`config.mk`:
```
export PLATFORM = sky130hd
export DESIGN_NAME = fnd_display_sequencer_flat
export DESIGN_NICKNAME = d
export VERILOG_FILES = /design/src/rtl/fnd_display_sequencer_if.sv /design/src/rtl/fnd_display_sequencer.sv /design/src/flat_wrapper.sv
export SDC_FILE = /design/constraint.sdc
export NUM_CORES = 1
export LEC_CHECK = 0
export ABC_AREA = 1
export CAP_MARGIN = 0
export CORE_UTILIZATION = 55
export CTS_BUF_LIST = sky130_fd_sc_hd__clkbuf_2 sky130_fd_sc_hd__clkbuf_4 sky130_fd_sc_hd__clkbuf_8
export DETAILED_ROUTE_END_ITERATION = 6
export PLACE_DENSITY = 0.76
export SLEW_MARGIN = 20
export SYNTH_ARGS = -nofsm -noshare
export SYNTH_HDL_FRONTEND = slang
export SYNTH_SLANG_ARGS = --single-unit
export TNS_END_PERCENT = 50
```
`constraint.sdc`:
```
create_clock -name i_clk -period 1.71 [get_ports i_clk]
set_input_delay 0.342 -clock i_clk [delete_from_list [all_inputs] [get_ports i_clk]]
set_output_delay 0.342 -clock i_clk [all_outputs]
set_load 0.02 [all_outputs]
```
`src/rtl/fnd_display_sequencer_if.sv`:
```
// Handshake and display bus between a host and fnd_display_sequencer.
// The host drives value/load; the sequencer returns status and the scanned digit.
interface fnd_display_sequencer_if;
   logic [13:0] i_value;
   logic        i_load;
   logic        o_busy;
   logic        o_done;
   logic        o_overflow;
   logic [1:0]  o_digitSelect;
   logic [3:0]  o_bcd;
   logic        o_en;

   modport master (
      output i_value, i_load,
      input  o_busy, o_done, o_overflow, o_digitSelect, o_bcd, o_en
   );

   modport slave (
      input  i_value, i_load,
      output o_busy, o_done, o_overflow, o_digitSelect, o_bcd, o_en
   );
endinterface

```
`src/rtl/fnd_display_sequencer.sv`:
```
// Binary-to-BCD front-end for a 4-digit FND. A load starts a 14-step
// double-dabble conversion; the result replaces the display register in one
// shot. A free-running prescaler scans the digits and a combinational mux
// supplies the selected nibble plus leading-zero blanking.
module fnd_display_sequencer #(
   parameter int SCAN_DIV = 100000,
   parameter int VALUE_W  = 14
) (
   input  logic                     i_clk,
   input  logic                     i_reset_n,
   fnd_display_sequencer_if.slave   bus
);

   localparam logic [1:0] S_IDLE    = 2'd0;
   localparam logic [1:0] S_CONVERT = 2'd1;
   localparam logic [1:0] S_UPDATE  = 2'd2;

   localparam int PW = (SCAN_DIV > 1) ? $clog2(SCAN_DIV) : 1;

   logic [1:0]         state_q, state_d;
   logic [VALUE_W-1:0] bin_q;
   logic [15:0]        bcd_q;
   logic [15:0]        bcd_adj;
   logic [3:0]         cnt_q;
   logic [15:0]        disp_q;
   logic               ovf_q;
   logic               done_q;
   logic [PW-1:0]      presc_q;
   logic [1:0]         sel_q;
   logic               over_lim;
   logic [VALUE_W-1:0] clamped;

   // Values above 9999 cannot be shown on four digits; saturate them.
   assign over_lim = (bus.i_value > 14'd9999);
   assign clamped  = over_lim ? VALUE_W'(9999) : bus.i_value;

   // Double-dabble correction: any nibble >= 5 gets +3 before the shift.
   always_comb begin
      bcd_adj = bcd_q;
      for (int k = 0; k < 4; k++) begin
         bcd_adj[k*4 +: 4] = (bcd_q[k*4 +: 4] >= 4'd5) ? bcd_q[k*4 +: 4] + 4'd3
                                                        : bcd_q[k*4 +: 4];
      end
   end

   // Next-state selection for the IDLE -> CONVERT -> UPDATE loop.
   always_comb begin
      state_d = state_q;
      case (state_q)
         S_IDLE:    if (bus.i_load) state_d = S_CONVERT;
         S_CONVERT: if (cnt_q == 4'd13) state_d = S_UPDATE;
         S_UPDATE:  state_d = S_IDLE;
         default:   state_d = S_IDLE;
      endcase
   end

   // Conversion datapath and display register; reset aborts any conversion.
   always_ff @(posedge i_clk or negedge i_reset_n) begin
      if (!i_reset_n) begin
         state_q <= S_IDLE;
         bin_q   <= '0;
         bcd_q   <= '0;
         cnt_q   <= '0;
         disp_q  <= '0;
         ovf_q   <= 1'b0;
         done_q  <= 1'b0;
      end else begin
         state_q <= state_d;
         done_q  <= 1'b0;
         case (state_q)
            S_IDLE: begin
               if (bus.i_load) begin
                  bin_q <= clamped;
                  bcd_q <= '0;
                  cnt_q <= '0;
                  ovf_q <= over_lim;
               end
            end
            S_CONVERT: begin
               bcd_q <= {bcd_adj[14:0], bin_q[VALUE_W-1]};
               bin_q <= {bin_q[VALUE_W-2:0], 1'b0};
               cnt_q <= cnt_q + 4'd1;
            end
            S_UPDATE: begin
               disp_q <= bcd_q;
               done_q <= 1'b1;
            end
            default: ;
         endcase
      end
   end

   // Digit scan: advance the selected digit once per SCAN_DIV clocks.
   always_ff @(posedge i_clk or negedge i_reset_n) begin
      if (!i_reset_n) begin
         presc_q <= '0;
         sel_q   <= 2'd0;
      end else if (presc_q == PW'(SCAN_DIV - 1)) begin
         presc_q <= '0;
         sel_q   <= sel_q + 2'd1;
      end else begin
         presc_q <= presc_q + PW'(1);
      end
   end

   // Output mux; a digit blanks when it and every higher digit are zero.
   always_comb begin
      bus.o_bcd = disp_q[sel_q*4 +: 4];
      case (sel_q)
         2'd0:    bus.o_en = 1'b1;
         2'd1:    bus.o_en = |disp_q[15:4];
         2'd2:    bus.o_en = |disp_q[15:8];
         default: bus.o_en = |disp_q[15:12];
      endcase
   end

   assign bus.o_busy        = (state_q != S_IDLE);
   assign bus.o_done        = done_q;
   assign bus.o_overflow    = ovf_q;
   assign bus.o_digitSelect = sel_q;

endmodule

```
`src/flat_wrapper.sv`:
```
// flat-port wrapper written by rule: the top's interface ports become plain ports
module fnd_display_sequencer_flat 
#(
   parameter int SCAN_DIV = 100000,
   parameter int VALUE_W  = 14
)
  (i_clk, i_reset_n, bus_i_value, bus_i_load, bus_o_busy, bus_o_done, bus_o_overflow, bus_o_digitSelect, bus_o_bcd, bus_o_en);
  fnd_display_sequencer_if bus_i ();
  input  logic i_clk;
  input  logic i_reset_n;
  input wire logic [$bits(bus_i.i_value)-1:0] bus_i_value;
  input wire logic [$bits(bus_i.i_load)-1:0] bus_i_load;
  output wire logic [$bits(bus_i.o_busy)-1:0] bus_o_busy;
  output wire logic [$bits(bus_i.o_done)-1:0] bus_o_done;
  output wire logic [$bits(bus_i.o_overflow)-1:0] bus_o_overflow;
  output wire logic [$bits(bus_i.o_digitSelect)-1:0] bus_o_digitSelect;
  output wire logic [$bits(bus_i.o_bcd)-1:0] bus_o_bcd;
  output wire logic [$bits(bus_i.o_en)-1:0] bus_o_en;
  assign bus_i.i_value = bus_i_value;
  assign bus_i.i_load = bus_i_load;
  assign bus_o_busy = bus_i.o_busy;
  assign bus_o_done = bus_i.o_done;
  assign bus_o_overflow = bus_i.o_overflow;
  assign bus_o_digitSelect = bus_i.o_digitSelect;
  assign bus_o_bcd = bus_i.o_bcd;
  assign bus_o_en = bus_i.o_en;
  fnd_display_sequencer #(.SCAN_DIV(SCAN_DIV), .VALUE_W(VALUE_W)) u_core (.i_clk(i_clk), .i_reset_n(i_reset_n), .bus(bus_i));
endmodule
```
# ---- Yosys cells after proc, flatten, opt, wreduce, memory -nomap -nowiden
# Cells that the tools add are included.
dict set report word_totals {
  register_bits 73
  wordCells 57
}
dict set report op_classes {
  add_sub_neg 7
  magnitude_cmp 5
  n_eq_ne 8
  shift 1
  mux 17
  reduce_logical 10
}
# op count
set op_table {}
lappend op_table {{$pmux 16 s2} 1}
lappend op_table {{$mux 14} 2}
lappend op_table {{$pmux 14 s2} 1}
lappend op_table {{$add 17x1->17 const B} 1}
lappend op_table {{$eq 17x17->1 const B} 1}
lappend op_table {{$mux 17} 1}
lappend op_table {{$ge 4x3->1 const B} 4}
lappend op_table {{$mux 16} 1}
lappend op_table {{$mux 4} 4}
lappend op_table {{$shiftx 16x5->4} 1}
lappend op_table {{$gt 14x14->1 const B} 1}
lappend op_table {{$add 4x2->4 const B} 3}
lappend op_table {{$reduce_or 12->1} 1}
lappend op_table {{$pmux 4 s2} 1}
lappend op_table {{$reduce_or 8->1} 1}
lappend op_table {{$reduce_and 2->1} 3}
lappend op_table {{$add 4x1->4 const B} 1}
lappend op_table {{$eq 2x1->1 const B} 2}
lappend op_table {{$eq 2x2->1 const B} 2}
lappend op_table {{$eq 4x4->1 const B} 1}
lappend op_table {{$logic_not 2->1} 2}
lappend op_table {{$mux 2} 2}
lappend op_table {{$pmux 2 s2} 1}
lappend op_table {{$reduce_bool 2->1} 2}
lappend op_table {{other kinds (8)} 8}

# ---- Logic depth before layout (Yosys ltp)
dict set report logic_depth {
  depth_word 4
  depth_mapped 9
  depth_no_buf 9
}

# ---- Worst setup path after synthesis
# No wires, ideal clock.
dict set report synth_path {
  path_type {reg-to-output}
  from {register u_core.sel_q[0] (netlist: u_core.bus.o_digitSelect[0])}
  to {output port bus_o_en}
  arrival_time_ns 1.621
  t_required_ns 1.368
  slack_ns -0.253
  stages_incl_launch_ff 8
  path_buffers 2
  path_cell_list {dfrtp_1 buf_2 inv_1 buf_2 ha_1 or2_2 a21oi_1 a21oi_1}
}
dict set report synth_between {
  elab_chain_cells 2
  word_cells_on_any_way 4
}
# element line
set synth_rtl {}
lappend synth_rtl {{start: declaration} fnd_display_sequencer.sv:29} ;# logic [1:0] sel_q;
lappend synth_rtl {{start signal: assignment} fnd_display_sequencer.sv:100} ;# sel_q <= sel_q + 2'd1;
lappend synth_rtl {{$eq 2x2->1, or another cell as far along} fnd_display_sequencer.sv:109} ;# case (sel_q)
lappend synth_rtl {{$pmux 1 s3 (*)} fnd_display_sequencer.sv:109}
lappend synth_rtl {{end: declaration} flat_wrapper.sv:18} ;# output wire logic [$bits(bus_i.o_en)-1:0] bus_o_en;
# Mark *: on every way between the ends. The rest lies on a longest branch, timed or not.

# ---- Final worst setup path
# Same ends and word-level chain as after synthesis.

==> out/qor.txt <==
Status -> finished with violations
Failing checks -> DRC, setup timing
Final ANT Viol Nets -> 0
Combined flip-flop and latch cell area -> 0.00183 mm²
Core Footprint -> 0.00649 mm²
CP most frequent cell -> a21oi_2
GRT overflow -> 0
Chip width -> 84.8 µm
DRT iter0 DRCs -> 200
Total clock sinks -> 73
Power Density -> 1520 mW/mm²
Placed cell area -> 0.00420 mm²
Setup TNS -> -0.317 ns
Setup-failing EPs final -> 5
Required time worst endpoint -> 1.37 ns
Total Routed Length -> 7790 µm
Synth area leaders -> dfrtp_1, nand2_1, nor2_1
Layout Nets -> 553
Mapped Cells -> 482
WL/cell -> 12.9 µm
Number of buffers added on ports -> 26
GPL Wtd Cong -> 0.875
Max Transition Viols Final -> 0
Crit Path Max Fanout -> 5
Critical path class -> reg2out
DRC Markers -> 3
Post-synth EDFFs -> 0
Setup ws final -> -0.188 ns
Clk_skew -> 0.0103 ns
H-tree Lvls -> 3
Final worst-path cycle share -> 111%
Fin crit period -> 1.90 ns
Crit path DAT -> 1.56 ns
Async SR Flop Fraction -> 100%
Multi-input logic area -> 0.00170 mm²
DIE AREA -> 0.00719 mm²
Avg Cell Area, Syn -> 7.82 µm²
Largest area contributor in the netlist -> dfrtp_1
Crit path max-delay family -> flip-flops
Vias -> 3151
Final instance area -> 0.00450 mm²
Vias in the first global route -> 3108
Clock Latency Late Sink -> 0.35 ns
Synth unique cells -> 23
Worst Setup End Kind -> output pin
First-pass DRT Iterations -> 6
CP Launch Type -> flip-flop
Synth Cell Area -> 0.00377 mm²
Min-delay worst type -> in2async
Worst-Margin Slew -> 0.705 ns
Top-area cell type share of the netlist area -> 48.4%
Finished Core Util -> 69.3%
Crit path buf inv count -> 1
Slew margin rel. -> 53.0%
Layout Cells excl Fill -> 603
Site Rows -> 29
CTS tree -> yes
RSZ-0062 raised after global routing -> true
Placement Setup Slack -> -0.233 ns
Max-Cap Viols -> 0
Post-DP HPWL -> 5540 µm
Crit path max-delay cell type -> dfrtp_2
Post-synth top flop -> dfrtp_1
Overall routing resource usage -> 24.7%
Initial Util -> 58.1%
CTS buffer count -> 9
Top-count cell post-synth -> nand2_1
Inst Count DP -> 586
Syn. warnings -> 0
Final hold viol count -> 0
First-pass GRT wire length -> 14000 µm
Synth cell count leaders -> nand2_1, dfrtp_1, nor2_1, inv_1, o21ai_0
Fill cells -> 515
Crit path cell chain -> ha_2, or2_4, a21oi_2, a21oi_2, buf_4
Fmax -> 527 MHz
Max stage delay on crit path -> 0.44 ns
Vias per Instance -> 5.23
CTS Buffer Depth -> 2
Initial antenna violation count -> 0
# IOs -> 27
Max IR drop VDD -> 1.29 mV
Syn_nets -> 514
Yosys reg bits -> 73
Largest net degree at the start of global routing -> 31
Leakage -> 2.27 nW
Clk slew on worst S/H paths -> 0.08 ns
Share of layout cells above drive strength 1 -> 12.0%
Sequential element share of the synthesized area -> 48.4%
CP startpoint -> u_core.bus.o_digitSelect[0]$_DFFE_PN0N_
ANT cells -> 0
Area delta synth->final -> 19.3%
FF-to-FF Start -> u_core.state_q[0]$_DFFE_PN0P_
Die H -> 84.8 µm
Clock Tree Root -> clkbuf_8
## metrics by stage
stage                     hold slack (ns)  power [mW]
final                               0.444        6.85
after global routing                0.481        7.37
after CTS                           0.458        6.89
after detailed placement            0.297        5.05
after global placement              0.289        4.92
after floorplan                    0.0464        4.34
## power breakdown
part	switching, mW	internal (mW)	leakage (nW)
Sequential	0.428	2.29	0.896
Clock	0.640	1.19	0.140
Combinational	1.39	0.900	1.23
## logic make-up (layout without fill, tap and decap cells)
logic type / count (synthesis) / in the layout / share of synthesized area (%)
adders and majority gates: 15 / 15 / 4.98
and+or+nand+nor: 232 / 232 / 25.1
AOI/OAI and AO/OA: 80 / 80 / 11.4
xor gates and xnor gates: 12 / 12 / 2.79
DFF: 73 / 73 / 48.4
buffers and inverters: 70 / 114 / 7.33
## worst register-to-register path, cell delays in order, from the launching register on
cell	delay (ns)
dfrtp_1	0.42
nor2_2	0.26
inv_1	0.38
nand2_1	0.18
o21ai_0	0.11
## final timing paths
check | end | slack, ns | cells past startpoint
hold reg to reg | u_core.bin_q[9]$_DFFE_PN0P_ | 0.49 | 2
hold / removal | u_core.disp_q[14]$_DFFE_PN0P_ | 0.44 | 2
setup reg to reg | u_core.disp_q[7]$_DFFE_PN0P_ | 0.20 | 4
setup / recovery | bus_o_en | -0.19 | 5
max in group asynchronous | u_core.bus.o_digitSelect[0]$_DFFE_PN0N_ | 0.75 | 3
min in group i_clk | u_core.bin_q[9]$_DFFE_PN0P_ | 0.49 | 2
## timing repair
item,CTS,global route
pin swaps,0,4
setup buffers,0,0
hold buffers,1,0
endpoints found under the setup margin,8,5
endpoints found under the hold margin,13,0
gates resized for setup,32,6
## placed cells by master (no fill, tap or decap), types with 12 or more instances in the layout
| cell type | n |
|---|---|
| buf_4 | 15 |
| clkdlybuf4s50_1 | 17 |
| dfrtp_1 | 72 |
| ha_1 | 13 |
| inv_1 | 46 |
| nand2_1 | 133 |
| nand3_1 | 25 |
| nor2_1 | 62 |
| o21ai_0 | 36 |
| o21ai_1 | 12 |
| o22ai_1 | 12 |
| xor2_1 | 12 |
## flip-flops by register name (all words and copies together) (netlist names)
| name | count |
|---|---|
| u_core.bcd_q | 16 |
| u_core.bin_q | 14 |
| u_core.bus.o_digitSelect | 2 |
| u_core.bus.o_done | 1 |
| u_core.bus.o_overflow | 1 |
| u_core.cnt_q | 4 |
| u_core.disp_q | 16 |
| u_core.presc_q | 17 |
| u_core.state_q | 2 |
## metal layers
layer | track usage, % | wire length [µm] | vias to the layer above
li1 | - | - | 1616
met1 | 33.7 | 3800 | 1452
met2 | 39.8 | 3540 | 69
met3 | 4.92 | 324 | 14
met4 | 8.63 | 133 | 0
met5 | 0 | 0 | -
## layout make-up
class / count / share of cell area, %
clock buffer: 11 / 3.36
clock inverter: 5 / 2.78
inverter: 58 / 4.84
multi-input combinational: 339 / 37.8
sequential: 73 / 40.6
tap: 77 / 2.14
timing repair buffer: 40 / 8.40
No activity file was read; power rests on OpenSTA's default activity.
